### src/rtl/boot_loader.sv
// boot_loader: fills the 2048 x 16 instruction RAM from a UART byte frame
// (LEN_HI LEN_LO {HI LO}*N CHK), holding the CPU in reset until the frame is
// accepted, then steers the CPU pc onto the instruction-memory address port.
// Latency: one WRITE cycle per word after its low byte; RUN begins the cycle
// after the CHK byte is accepted; mem_addr follows pc combinationally in RUN.
// Backpressure: rx_ready drops during WRITE/RUN/ERR, so the source holds its byte.
// Ports:
//   clk, reset            - system clock, synchronous active-high reset
//   rx_data/valid/ready   - byte stream from uart_rx (transfer on valid && ready)
//   pc                    - CPU program counter (low AW bits used in RUN)
//   mem_addr/wdata/we     - instruction RAM write/address port
//   cpu_reset             - holds the CPU in reset until RUN
//   boot_done/boot_error  - frame accepted / frame rejected (terminal)
module boot_loader #(
  parameter int DEPTH   = 2048,
  parameter int AW      = 11,
  parameter int TIMEOUT = 25_000_000
) (
  input  logic          clk,
  input  logic          reset,
  input  logic [7:0]    rx_data,
  input  logic          rx_valid,
  output logic          rx_ready,
  input  logic [15:0]   pc,
  output logic [AW-1:0] mem_addr,
  output logic [15:0]   mem_wdata,
  output logic          mem_we,
  output logic          cpu_reset,
  output logic          boot_done,
  output logic          boot_error
);

  localparam logic [2:0] S_LEN_HI = 3'd0;
  localparam logic [2:0] S_LEN_LO = 3'd1;
  localparam logic [2:0] S_DAT_HI = 3'd2;
  localparam logic [2:0] S_DAT_LO = 3'd3;
  localparam logic [2:0] S_WRITE  = 3'd4;
  localparam logic [2:0] S_SUM    = 3'd5;
  localparam logic [2:0] S_RUN    = 3'd6;
  localparam logic [2:0] S_ERR    = 3'd7;

  localparam int          TW      = $clog2(TIMEOUT + 1);
  localparam logic [TW-1:0] TMAX  = TW'(TIMEOUT - 1);
  localparam logic [15:0] DEPTH16 = 16'(DEPTH);

  logic [2:0]    state;
  logic [AW-1:0] idx;
  logic [15:0]   len;
  logic [15:0]   wdata;
  logic [7:0]    sum;
  logic [TW-1:0] tcnt;

  logic          accept;
  logic          timed;
  logic [15:0]   len_rx;
  logic [15:0]   idx_p1;
  logic          unused_pc;

  assign accept    = rx_valid && rx_ready;
  assign len_rx    = {len[15:8], rx_data};
  // Index + 1 compared against N avoids a separate N-1 register.
  assign idx_p1    = 16'(idx) + 16'd1;
  assign unused_pc = ^pc[15:AW];

  // States in which an idle clock counts toward the inter-byte timeout.
  always_comb begin
    timed = 1'b0;
    case (state)
      S_LEN_LO, S_DAT_HI, S_DAT_LO, S_WRITE, S_SUM: timed = 1'b1;
      default: timed = 1'b0;
    endcase
  end

  always_comb begin
    rx_ready = 1'b0;
    case (state)
      S_LEN_HI, S_LEN_LO, S_DAT_HI, S_DAT_LO, S_SUM: rx_ready = !reset;
      default: rx_ready = 1'b0;
    endcase
  end

  assign mem_addr   = (state == S_RUN) ? pc[AW-1:0] : idx;
  assign mem_wdata  = wdata;
  assign mem_we     = (state == S_WRITE) && !reset;
  assign cpu_reset  = (state != S_RUN) || reset;
  assign boot_done  = (state == S_RUN) && !reset;
  assign boot_error = (state == S_ERR) && !reset;

  always_ff @(posedge clk) begin
    if (reset) begin
      state <= S_LEN_HI;
      idx   <= '0;
      len   <= '0;
      wdata <= '0;
      sum   <= '0;
      tcnt  <= '0;
    end else begin
      // The CHK byte itself is not folded into the running sum.
      if (accept && state != S_SUM) sum <= sum + rx_data;

      case (state)
        S_LEN_HI: if (accept) begin
          len   <= {rx_data, 8'h00};
          state <= S_LEN_LO;
        end
        S_LEN_LO: if (accept) begin
          len   <= len_rx;
          state <= (len_rx == 16'd0 || len_rx > DEPTH16) ? S_ERR : S_DAT_HI;
        end
        S_DAT_HI: if (accept) begin
          wdata[15:8] <= rx_data;
          state       <= S_DAT_LO;
        end
        S_DAT_LO: if (accept) begin
          wdata[7:0] <= rx_data;
          state      <= S_WRITE;
        end
        S_WRITE: begin
          if (idx_p1 == len) begin
            state <= S_SUM;
          end else begin
            idx   <= idx + AW'(1);
            state <= S_DAT_HI;
          end
        end
        S_SUM: if (accept) state <= (rx_data == sum) ? S_RUN : S_ERR;
        default: ;
      endcase

      // Placed after the case so an expiring timeout overrides any transition.
      if (accept || state == S_LEN_HI) begin
        tcnt <= '0;
      end else if (timed) begin
        if (tcnt == TMAX) state <= S_ERR;
        tcnt <= tcnt + TW'(1);
      end
    end
  end

endmodule

### config.mk
export PLATFORM = sky130hd
export DESIGN_NAME = boot_loader
export DESIGN_NICKNAME = d
export VERILOG_FILES = /design/src/rtl/boot_loader.sv
export SDC_FILE = /design/constraint.sdc
export NUM_CORES = 1
export LEC_CHECK = 0
export ABC_AREA = 1
export CAP_MARGIN = 20
export CELL_PAD_IN_SITES_DETAIL_PLACEMENT = 1
export CELL_PAD_IN_SITES_GLOBAL_PLACEMENT = 1
export CORE_MARGIN = 2
export CORE_UTILIZATION = 40
export CTS_BUF_LIST = sky130_fd_sc_hd__clkbuf_8 sky130_fd_sc_hd__clkbuf_16
export DETAILED_ROUTE_END_ITERATION = 8
export GPL_ROUTABILITY_DRIVEN = 0
export GPL_TIMING_DRIVEN = 0
export PLACE_DENSITY = 0.8
export SYNTH_ARGS = -nofsm -noshare
export SYNTH_HDL_FRONTEND = slang
export SYNTH_SLANG_ARGS = --single-unit
### constraint.sdc
create_clock -name clk -period 5.71 [get_ports clk]
set_clock_uncertainty 0.1 [all_clocks]
set_input_delay 1.713 -clock clk [delete_from_list [all_inputs] [get_ports clk]]
set_output_delay 1.713 -clock clk [all_outputs]
set_load 0.02 [all_outputs]
Yosys cells after proc, flatten, opt, wreduce, memory -nomap -nowiden

Cells that the tools add are included.

Logic and storage cells: 67
Output and inout port bits: 32
Input bits: 27
Register bits after elaboration: 79

Mux-type cells: 18
Add/sub/neg operators: 4
Order comparisons: 1
Equal/unequal tests: 14
Reduce and logical (&&, ||, !) cells: 20
Bitwise operators: 2

Operators by type and width:

| kind                                                                   | number |
|---|---|
| 16-bit one-hot mux with 2 select lines                                 | 1 |
| 3-bit 2-to-1 mux                                                       | 10 |
| 25-bit by 1-bit adder with 25-bit output, second input constant        | 1 |
| 25-bit == test, second input constant                                  | 1 |
| 3-bit one-hot mux with 6 select lines                                  | 1 |
| 12-bit by 16-bit == test with 1-bit output                             | 1 |
| 16-bit by 12-bit > comparator with 1-bit output, second input constant | 1 |
| 16-bit zero test                                                       | 1 |
| 16-bit 2-to-1 mux                                                      | 1 |
| 11-bit by 1-bit adder with 12-bit output, second input constant        | 1 |
| 3-bit == test, second input constant                                   | 4 |
| 11-bit by 1-bit adder with 11-bit output, second input constant        | 1 |
| 11-bit 2-to-1 mux                                                      | 1 |
| 5-bit OR reduction                                                     | 2 |
| 8-bit adder                                                            | 1 |
| 8-bit == test                                                          | 1 |
| 8-bit 2-to-1 mux                                                       | 1 |
| 3-bit by 2-bit == test with 1-bit output, second input constant        | 2 |
| 3-bit inequality test, second input constant                           | 2 |
| 2-bit AND reduction                                                    | 3 |
| 3-bit AND reduction                                                    | 2 |
| 1-bit logical AND                                                      | 5 |
| 2-bit inequality test, second input constant                           | 2 |
| 3-bit by 1-bit == test with 1-bit output, second input constant        | 1 |
| 7 further kinds                                                        | 12 |

Depth between registers and ports, before layout

Gate-level depths: netlist of run 1.

Word-level depth: 9
Mapped depth: 16
Gate-level depth less buffers: 15

Worst setup path after synthesis of run 1

No wires, ideal clock.

Path type: in2out
Start point: input reset
End point: output cpu_reset
Arrival: 2.437 ns
Data required time: 3.897 ns
Path buffers: 1
Setup slack: 1.460 ns
Stages on the path: 3
Cell sequence: clkbuf_1 nor2_1 inv_1

Cells in the longest elaborated chain, start to end: 1

RTL lines:

| what             | RTL line | text |
|---|---|---|
| start, declared  | 20       | `input logic reset,` |
| 1-bit logical OR | 85       | `assign cpu_reset = (state != S_RUN) \|\| reset;` |
| end, declared    | 28       | `output logic cpu_reset,` |

Every way passes these cells.

Worst setup path in the final report of run 1

Same ends and word-level chain as after synthesis.

==> key figures, run 1 <==
Drt
  – DRC viols: 0
  – Avg WL per Cell: 15.9 µm
  – DR pass1 iterations: 4
  – DRT iter0 DRCs: 164
  – Routed vias: 4599
  – Antenna viol nets, final: 0
  – Vias/cell: roughly 5.3
  – DRT Wirelength: around 14000 µm

Placement
  – Dpl ws: 0.275 ns
  – Hpwl dp: ~11000 µm
  – I/O Buffers: 53

STA
  – Setup_tns: 0 ns
  – PnR worst setup slack: 0.310 ns
  – Fin. Hold Viols: 0
  – Period minus WS final: about 5.4 ns
  – Final period utilization: 0.946
  – Max-slew violation count: 0
  – Setup violators final: 0
  – Hold Slack: around 0.38 ns
  – RSZ-0062 raised after global routing: no
  – Slew headroom: 0.622
  – Worst slew pin tran: roughly 0.57 ns
  – Fmax: roughly 190 MHz

Die
  – Initial core utilization: 0.410
  – Chip width: 110 µm
  – Row count: 38
  – CORE AREA: 10900 µm²
  – Die Height: between 100 and 150 µm
  – Die footprint: 12000 µm²
  – # IOs: 59

Status
  – Status: completed

CTS
  – Htree depth: 3
  – Post-CTS Setup Bufs: 0
  – CTS resizes: 0
  – Clock-pin slew on the worst setup and hold paths: 0.08 ns
  – CTS Hold Bufs: 0
  – CTS tree: yes
  – CTS max path bufs: 2
  – Cts bufs inserted: 9
  – Worst-Skew Late Latency: 0.37 ns
  – CTS root buffer: clkbuf_8
  – TritonCTS Sinks: between 70 and 80

Logic synthesis
  – #FFs+latches synth: 79
  – YS warnings: 0
  – Sequential share of the synthesized area: 0.354
  – Post-Syn Area: 4470 µm²
  – Avg Cell Area, Syn: between 6 and 7 µm²
  – Netlist cell types: 39
  – Post-synthesis net count: 699
  – Mapped Cells: 662

Worst hold path
  – Tightest Hold Check Type: register to register

Cells and area
  – Storage element area: 1580 µm²
  – Final nets: about 760
  – Most frequent cells in the layout: nand2_1, nor2_1, dfxtp_1, inv_1, a21oi_1
  – Area of the multi-input gates: ~2500 µm²
  – Diode count: 0
  – Synth-to-Final Area Change: 20.2%
  – Commonest non-fill, non-tap cell in the layout: nand2_1
  – Fill cells: between 1k and 1.5k
  – Share of layout cells above drive strength 1: 0.0670

Global route
  – Initial antenna violation count: 0
  – Gr ovfl total: 0
  – First-pass GRT wire length: between 20000 and 25000 µm
  – Total Routing Usage GR: 0.244
  – Largest net degree at the start of global routing: 14
  – Vias in the first global route: between 4k and 5k

Setup path
  – Critical path class: primary input to output port
  – Req. time, crit path: 3.90 ns
  – CP Launch Type: primary input
  – CP Capture Type: output port
  – CP Data Arrival Time: 3.59 ns
  – Critical Path Fanout Max: 10

Power and ir drop
  – VDD IR max: 104 µV
  – Clock network fraction of total power: 0.355
  – PwrDens: 225 nW/µm²
  – Switching power total: 356 µW
  – LEAKAGE: 2.02 nW
  – Net Sw Frac: 0.294
  – Combinational power share: 0.164
  – Seq pwr share: 0.481
  – Int Pwr: between 800 and 900 µW

Job
  – Number of max-cap violations: 0
[per-stage QoR]
stage,area (µm²),std cells,power [mW],util
finish,5370,871,1.21,0.493
global route,5370,871,1.27,0.493
CTS,5370,871,1.22,0.493
global placement,5170,855,0.782,0.475
floorplan,4470,662,0.718,-
detailed placement,5170,855,0.791,0.475
[critical path: stages]
cell,delay (ns)
clkdlybuf4s50_1,0.57
clkbuf_1,0.48
nor2_1,0.14
inv_1,0.08
clkdlybuf4s50_1,0.60
[power by group through the flow]
stage	logic, mW	clock network, mW	registers, mW
3_5_place_dp	0.196	0	0.594
2_1_floorplan	0.126	0	0.592
3_3_place_gp	0.189	0	0.593
5_1_grt	0.223	0.462	0.583
6_report	0.198	0.429	0.581
4_1_cts	0.198	0.441	0.581
[path summary, 6_finish.rpt]
path              cells past startpoint                 startpoint                         to  slack (ns)
setup / recovery                      5                      reset                  cpu_reset        0.31
hold / removal                        2  mem_wdata[7]$_SDFFE_PP0P_  mem_wdata[7]$_SDFFE_PP0P_        0.38
setup reg to reg                     13        idx[0]$_SDFFE_PP0P_        idx[0]$_SDFFE_PP0P_        3.41
hold reg to reg                       2  mem_wdata[7]$_SDFFE_PP0P_  mem_wdata[7]$_SDFFE_PP0P_        0.38
[layer usage]
layer	global-route usage	wire (µm)	up-vias	share of wire
li1	-	-	2288	-
met1	0.283	5990	2211	0.43
met2	0.450	7230	75	0.52
met3	0.0433	405	25	0.029
met4	0.0796	235	0	0.017
met5	0	0	-	0
[state kept, by name (all words and copies together), names as in the netlist]
register	flops
sum	8
state	3
mem_wdata	16
tcnt	25
idx	11
len	16
[kinds of logic (layout without fill, tap and decap cells)]
kind of cell    Yosys count  count (layout)  share of synthesized area
simple gates            332             332                      0.332
compound gates          120             120                      0.148
buf+inv                  99             168                     0.0899
flops                    79              79                      0.354
xor+xnor                 22              22                     0.0462
fa+ha+maj                10              10                     0.0297
[synth_stat cells]
cell type / instances / share of area
or3_1: 1 / 0.0014
dfxtp_1: 79 / 0.35
buf_6: 2 / 0.0050
nand2_2: 4 / 0.0056
xor2_1: 16 / 0.031
o21bai_1: 3 / 0.0050
nand4_1: 15 / 0.021
a21oi_1: 60 / 0.067
xnor3_1: 1 / 0.0050
nor3_1: 13 / 0.015
nor2_8: 1 / 0.0045
nor2_1: 84 / 0.071
fa_1: 1 / 0.0045
nand4_2: 1 / 0.0028
nand2_1: 148 / 0.12
clkinv_1: 2 / 0.0017
buf_4: 2 / 0.0034
nor3b_1: 1 / 0.0017
inv_2: 3 / 0.0025
nand2_4: 1 / 0.0025
nand3_1: 42 / 0.047
buf_2: 6 / 0.0067
ha_1: 9 / 0.025
o211ai_1: 3 / 0.0050
nor4_1: 4 / 0.0056
nand3_2: 3 / 0.0067
nor2_4: 2 / 0.0050
clkbuf_1: 11 / 0.0092
o21a_1: 4 / 0.0067
nor2_2: 5 / 0.0070
xnor2_1: 5 / 0.0098
nor3_2: 1 / 0.0022
nand3b_1: 3 / 0.0050
or2_2: 2 / 0.0028
inv_1: 73 / 0.061
and2_1: 1 / 0.0014
o21ai_1: 1 / 0.0011
a211oi_1: 15 / 0.025
o21ai_0: 34 / 0.038
[final cells by class]
| type | instances | share of cell area |
|---|---|---|
| multi-input combinational | 484 | 0.463 |
| sequential | 79 | 0.294 |
| timing repair buffer | 53 | 0.0988 |
| inverter | 78 | 0.0545 |
| tap | 140 | 0.0326 |
| clock buffer | 10 | 0.0256 |
| buffer | 21 | 0.0203 |
| clock inverter | 6 | 0.0112 |
(Power assumes the default switching activity.)
==> inputs of run 2 (changes only) <==
--- a/config.mk
+++ b/config.mk
@@ -15,6 +15,7 @@
 export DETAILED_ROUTE_END_ITERATION = 8
 export GPL_ROUTABILITY_DRIVEN = 0
 export GPL_TIMING_DRIVEN = 0
+export HOLD_SLACK_MARGIN = 0.06
 export PLACE_DENSITY = 0.8
 export SYNTH_ARGS = -nofsm -noshare
 export SYNTH_HDL_FRONTEND = slang
==> results of run 2 <==
Final layout, timing and power as in run 1 (identical DEF).
==> inputs of run 3 (changes only) <==
--- a/config.mk
+++ b/config.mk
@@ -10,13 +10,12 @@
 export CELL_PAD_IN_SITES_DETAIL_PLACEMENT = 1
 export CELL_PAD_IN_SITES_GLOBAL_PLACEMENT = 1
 export CORE_MARGIN = 2
-export CORE_UTILIZATION = 40
-export CTS_BUF_LIST = sky130_fd_sc_hd__clkbuf_8 sky130_fd_sc_hd__clkbuf_16
+export CORE_UTILIZATION = 35
 export DETAILED_ROUTE_END_ITERATION = 8
 export GPL_ROUTABILITY_DRIVEN = 0
 export GPL_TIMING_DRIVEN = 0
 export HOLD_SLACK_MARGIN = 0.06
-export PLACE_DENSITY = 0.8
+export PLACE_DENSITY = 0.74
 export SYNTH_ARGS = -nofsm -noshare
 export SYNTH_HDL_FRONTEND = slang
 export SYNTH_SLANG_ARGS = --single-unit
==> constraint.sdc (replaced) <==
create_clock -name clk -period 4.3 [get_ports clk]
set_clock_uncertainty 0.1 [all_clocks]
set_input_delay 1.29 -clock clk [delete_from_list [all_inputs] [get_ports clk]]
set_output_delay 1.29 -clock clk [all_outputs]
set_load 0.02 [all_outputs]
==> run 3 against run 2 <==
Wire length fell by 0.14%. Non-clock buffer count did not move. Worst setup slack got worse by 0.24 ns. Critical path type unchanged. Largest cell class unchanged.
==> key figures, run 3 (synthesized netlist as in run 1, its figures left out) <==
Drt
  – Avg WL per Cell: 15.3 µm (-3.7%)
  – Antenna viol nets, final: 0 (unchanged)
  – Routed vias: 4588 (-0.24%)
  – DRT iter0 DRCs: 207 (+26%)
  – Vias/cell: 5.08 (-3.8%)
  – DR pass1 iterations: 4 (unchanged)
  – DRT Wirelength: 13800 µm (-0.14%)
  – DRC viols: 0 (unchanged)

Cells and area
  – Fill cells: 1664 (+13%)
  – Synth-to-Final Area Change: 24.3%
  – Most frequent cells in the layout: nand2_1, nor2_1, dfxtp_1, inv_1, a21oi_1
  – Max reg flops: 25 (unchanged)
  – Share of layout cells above drive strength 1: 0.0684 (+0.00137)
  – Finished Cell Area: 5560 µm² (+3.4%)
  – Area of the multi-input gates: 2490 µm² (+0.20%)
  – Final nets: 763 (unchanged)
  – Top reg by flops: tcnt
  – Diode count: 0 (unchanged)
  – Fin util: 0.444 (-0.0495)
  – Commonest non-fill, non-tap cell in the layout: nand2_1
  – Storage element area: 1580 µm² (unchanged)
  – Finished Layout Cells: 903 (+3.7%)

Global route
  – First-pass GRT wire length: 22700 µm (+0.27%)
  – M3 GR Usage: 0.0283 (-0.0150)
  – GR peak layer: met2
  – Initial antenna violation count: 0 (unchanged)
  – Total Routing Usage GR: 0.214 (-0.0302)
  – Vias in the first global route: 4664 (-2.3%)
  – Gr ovfl total: 0 (unchanged)
  – M1 GR Usage: 0.265 (-0.0183)
  – Largest net degree at the start of global routing: 13 (-1)
  – Met2 Track Usage GR: 0.372 (-0.0779)

Setup path
  – Critical Path Fanout Max: 10 (unchanged)
  – CP Capture Type: output port
  – Critical path depth: 5 (unchanged)
  – R2R cell count: 13 (unchanged)
  – Req. time, crit path: 2.91 ns (-0.99 ns)
  – Critical path origin: reset
  – Setup crit end: cpu_reset
  – Reg-to-reg startpoint: idx[0]$_SDFFE_PP0P_
  – Critical path cell sequence: clkdlybuf4s50_1, clkbuf_8, nor2_1, inv_1, clkdlybuf4s50_1
  – FF-to-FF setup slack: 2.00 ns (-1.41 ns)
  – CP Launch Type: primary input
  – Top Family by Delay on Critical Path: buffers and inverters
  – Top cell by count, worst path: clkdlybuf4s50_1
  – Crit path largest cell delay: 0.59 ns (about the same)
  – Slowest CP cell: clkdlybuf4s50_1
  – Worst path bufs/invs: 4 (unchanged)
  – CP Data Arrival Time: 2.84 ns (-0.75 ns)
  – Reg2Reg Capture Point: idx[5]$_SDFFE_PP0P_
  – Critical path class: primary input to output port

STA
  – Slew headroom: 0.615 (-0.00722)
  – Worst slew pin tran: 0.578 ns (+0.0108 ns)
  – Period minus WS final: between 4 and 5 ns
  – Fin. Hold Viols: 0 (unchanged)
  – Setup_tns: 0 ns (unchanged)
  – Setup violators final: 0 (unchanged)
  – RSZ-0062 raised after global routing: no
  – Final period utilization: 0.983
  – Hold Slack: 0.367 ns (-0.00863 ns)
  – Max-slew violation count: 0 (unchanged)
  – Fmax: 237 MHz

Placement
  – Placed cells: 887 (+3.7%)
  – Placed inst area: 5210 µm² (+0.77%)
  – I/O Buffers: 53 (unchanged)
  – Hpwl dp: 10500 µm (-2.3%)

Power and ir drop
  – PwrDens: 338 nW/µm² (+50%)
  – LEAKAGE: 2.12 nW (+4.9%)
  – VDD IR max: 153 µV (+48%)

CTS
  – CTS tree: yes
  – TritonCTS Sinks: 79 (unchanged)
  – CTS Hold Bufs: 0 (unchanged)
  – Htree depth: 3 (unchanged)
  – Clock-pin slew on the worst setup and hold paths: 0.06 ns (-0.02 ns)
  – CTS max path bufs: 2 (unchanged)
  – CTS root buffer: clkbuf_16
  – Cts bufs inserted: 9 (unchanged)
  – Worst-Skew Late Latency: 0.34 ns (-0.03 ns)

Die
  – CORE AREA: 12500 µm² (+15%)
  – Row count: 41 (+7.9%)
  – Die footprint: 13700 µm² (+14%)
  – Initial core utilization: 0.357 (-0.0534)
  – Chip width: 117 µm (+6.7%)
  – # IOs: 59 (unchanged)
  – Die Height: 117 µm (+6.7%)

Job
  – Number of max-cap violations: 0 (unchanged)

Worst hold path
  – Tightest Hold Check Type: register to register
  – Hold Crit Start: mem_wdata[7]$_SDFFE_PP0P_

Status
  – Status: completed
-- run 3: cell count changes in the layout (fill, tap and decap cells not counted), sizes merged --
cell           previous run  this run
bufinv                    1         2
clkbuf                   21        24
clkdlybuf4s50            53        50
dlymetal6s2s              0         1
clkinvlp                  2         0
clkinv                    5         3
dlygate4sd2               0         2
-- run 3: tightest hold or removal path, stage by stage, from the launching register on --
cell	delay, ns
dfxtp_1	0.31
nand2_1	0.06
a21oi_1	0.05
-- run 3: metal layers --
metal | share of wire | up-vias
met3 | 0.038 | 26
li1 | - | 2289
met1 | 0.45 | 2179
met4 | 0.027 | 0
met2 | 0.48 | 94
met5 | 0 | -
-- run 3: final cells by class --
cell class | instances | area share
multi-input cells | 484 | 0.448
clock buffers | 13 | 0.0468
well taps | 172 | 0.0387
repair buffers | 53 | 0.0955
inverters | 78 | 0.0527
flip-flops and latches | 79 | 0.285
clock inverters | 3 | 0.0117
plain buffers | 21 | 0.0216
-- run 3: worst min path at each step --
stage                                 to  depth (start not counted)
2_1_floorplan       len[12]$_SDFFE_PP0P_                          2
3_3_place_gp        len[13]$_SDFFE_PP0P_                          2
3_5_place_dp   mem_wdata[7]$_SDFFE_PP0P_                          2
4_1_cts        mem_wdata[7]$_SDFFE_PP0P_                          2
5_1_grt        mem_wdata[7]$_SDFFE_PP0P_                          2
6_report       mem_wdata[7]$_SDFFE_PP0P_                          2
-- run 3: what timing repair did --
action | CTS | global route
gates resized for setup | 7 | 1
setup buffers | 0 | 0
endpoints found under the setup margin | 4 | 1
-- run 3: through the flow --
stage	total power, mW	setup slack (ns)
2_1_floorplan	0.954	0.896
3_3_place_gp	1.04	-0.284
3_5_place_dp	1.05	-0.328
4_1_cts	1.89	0.0381
5_1_grt	1.96	0.0166
6_report	1.88	0.0742
-- run 3: power by group --
part	switching, mW	leakage (nW)	internal, mW	total [mW]
combinational	0.167	1.32	0.0969	0.264
clock	0.301	0.160	0.540	0.841
sequential	0.0164	0.640	0.757	0.773
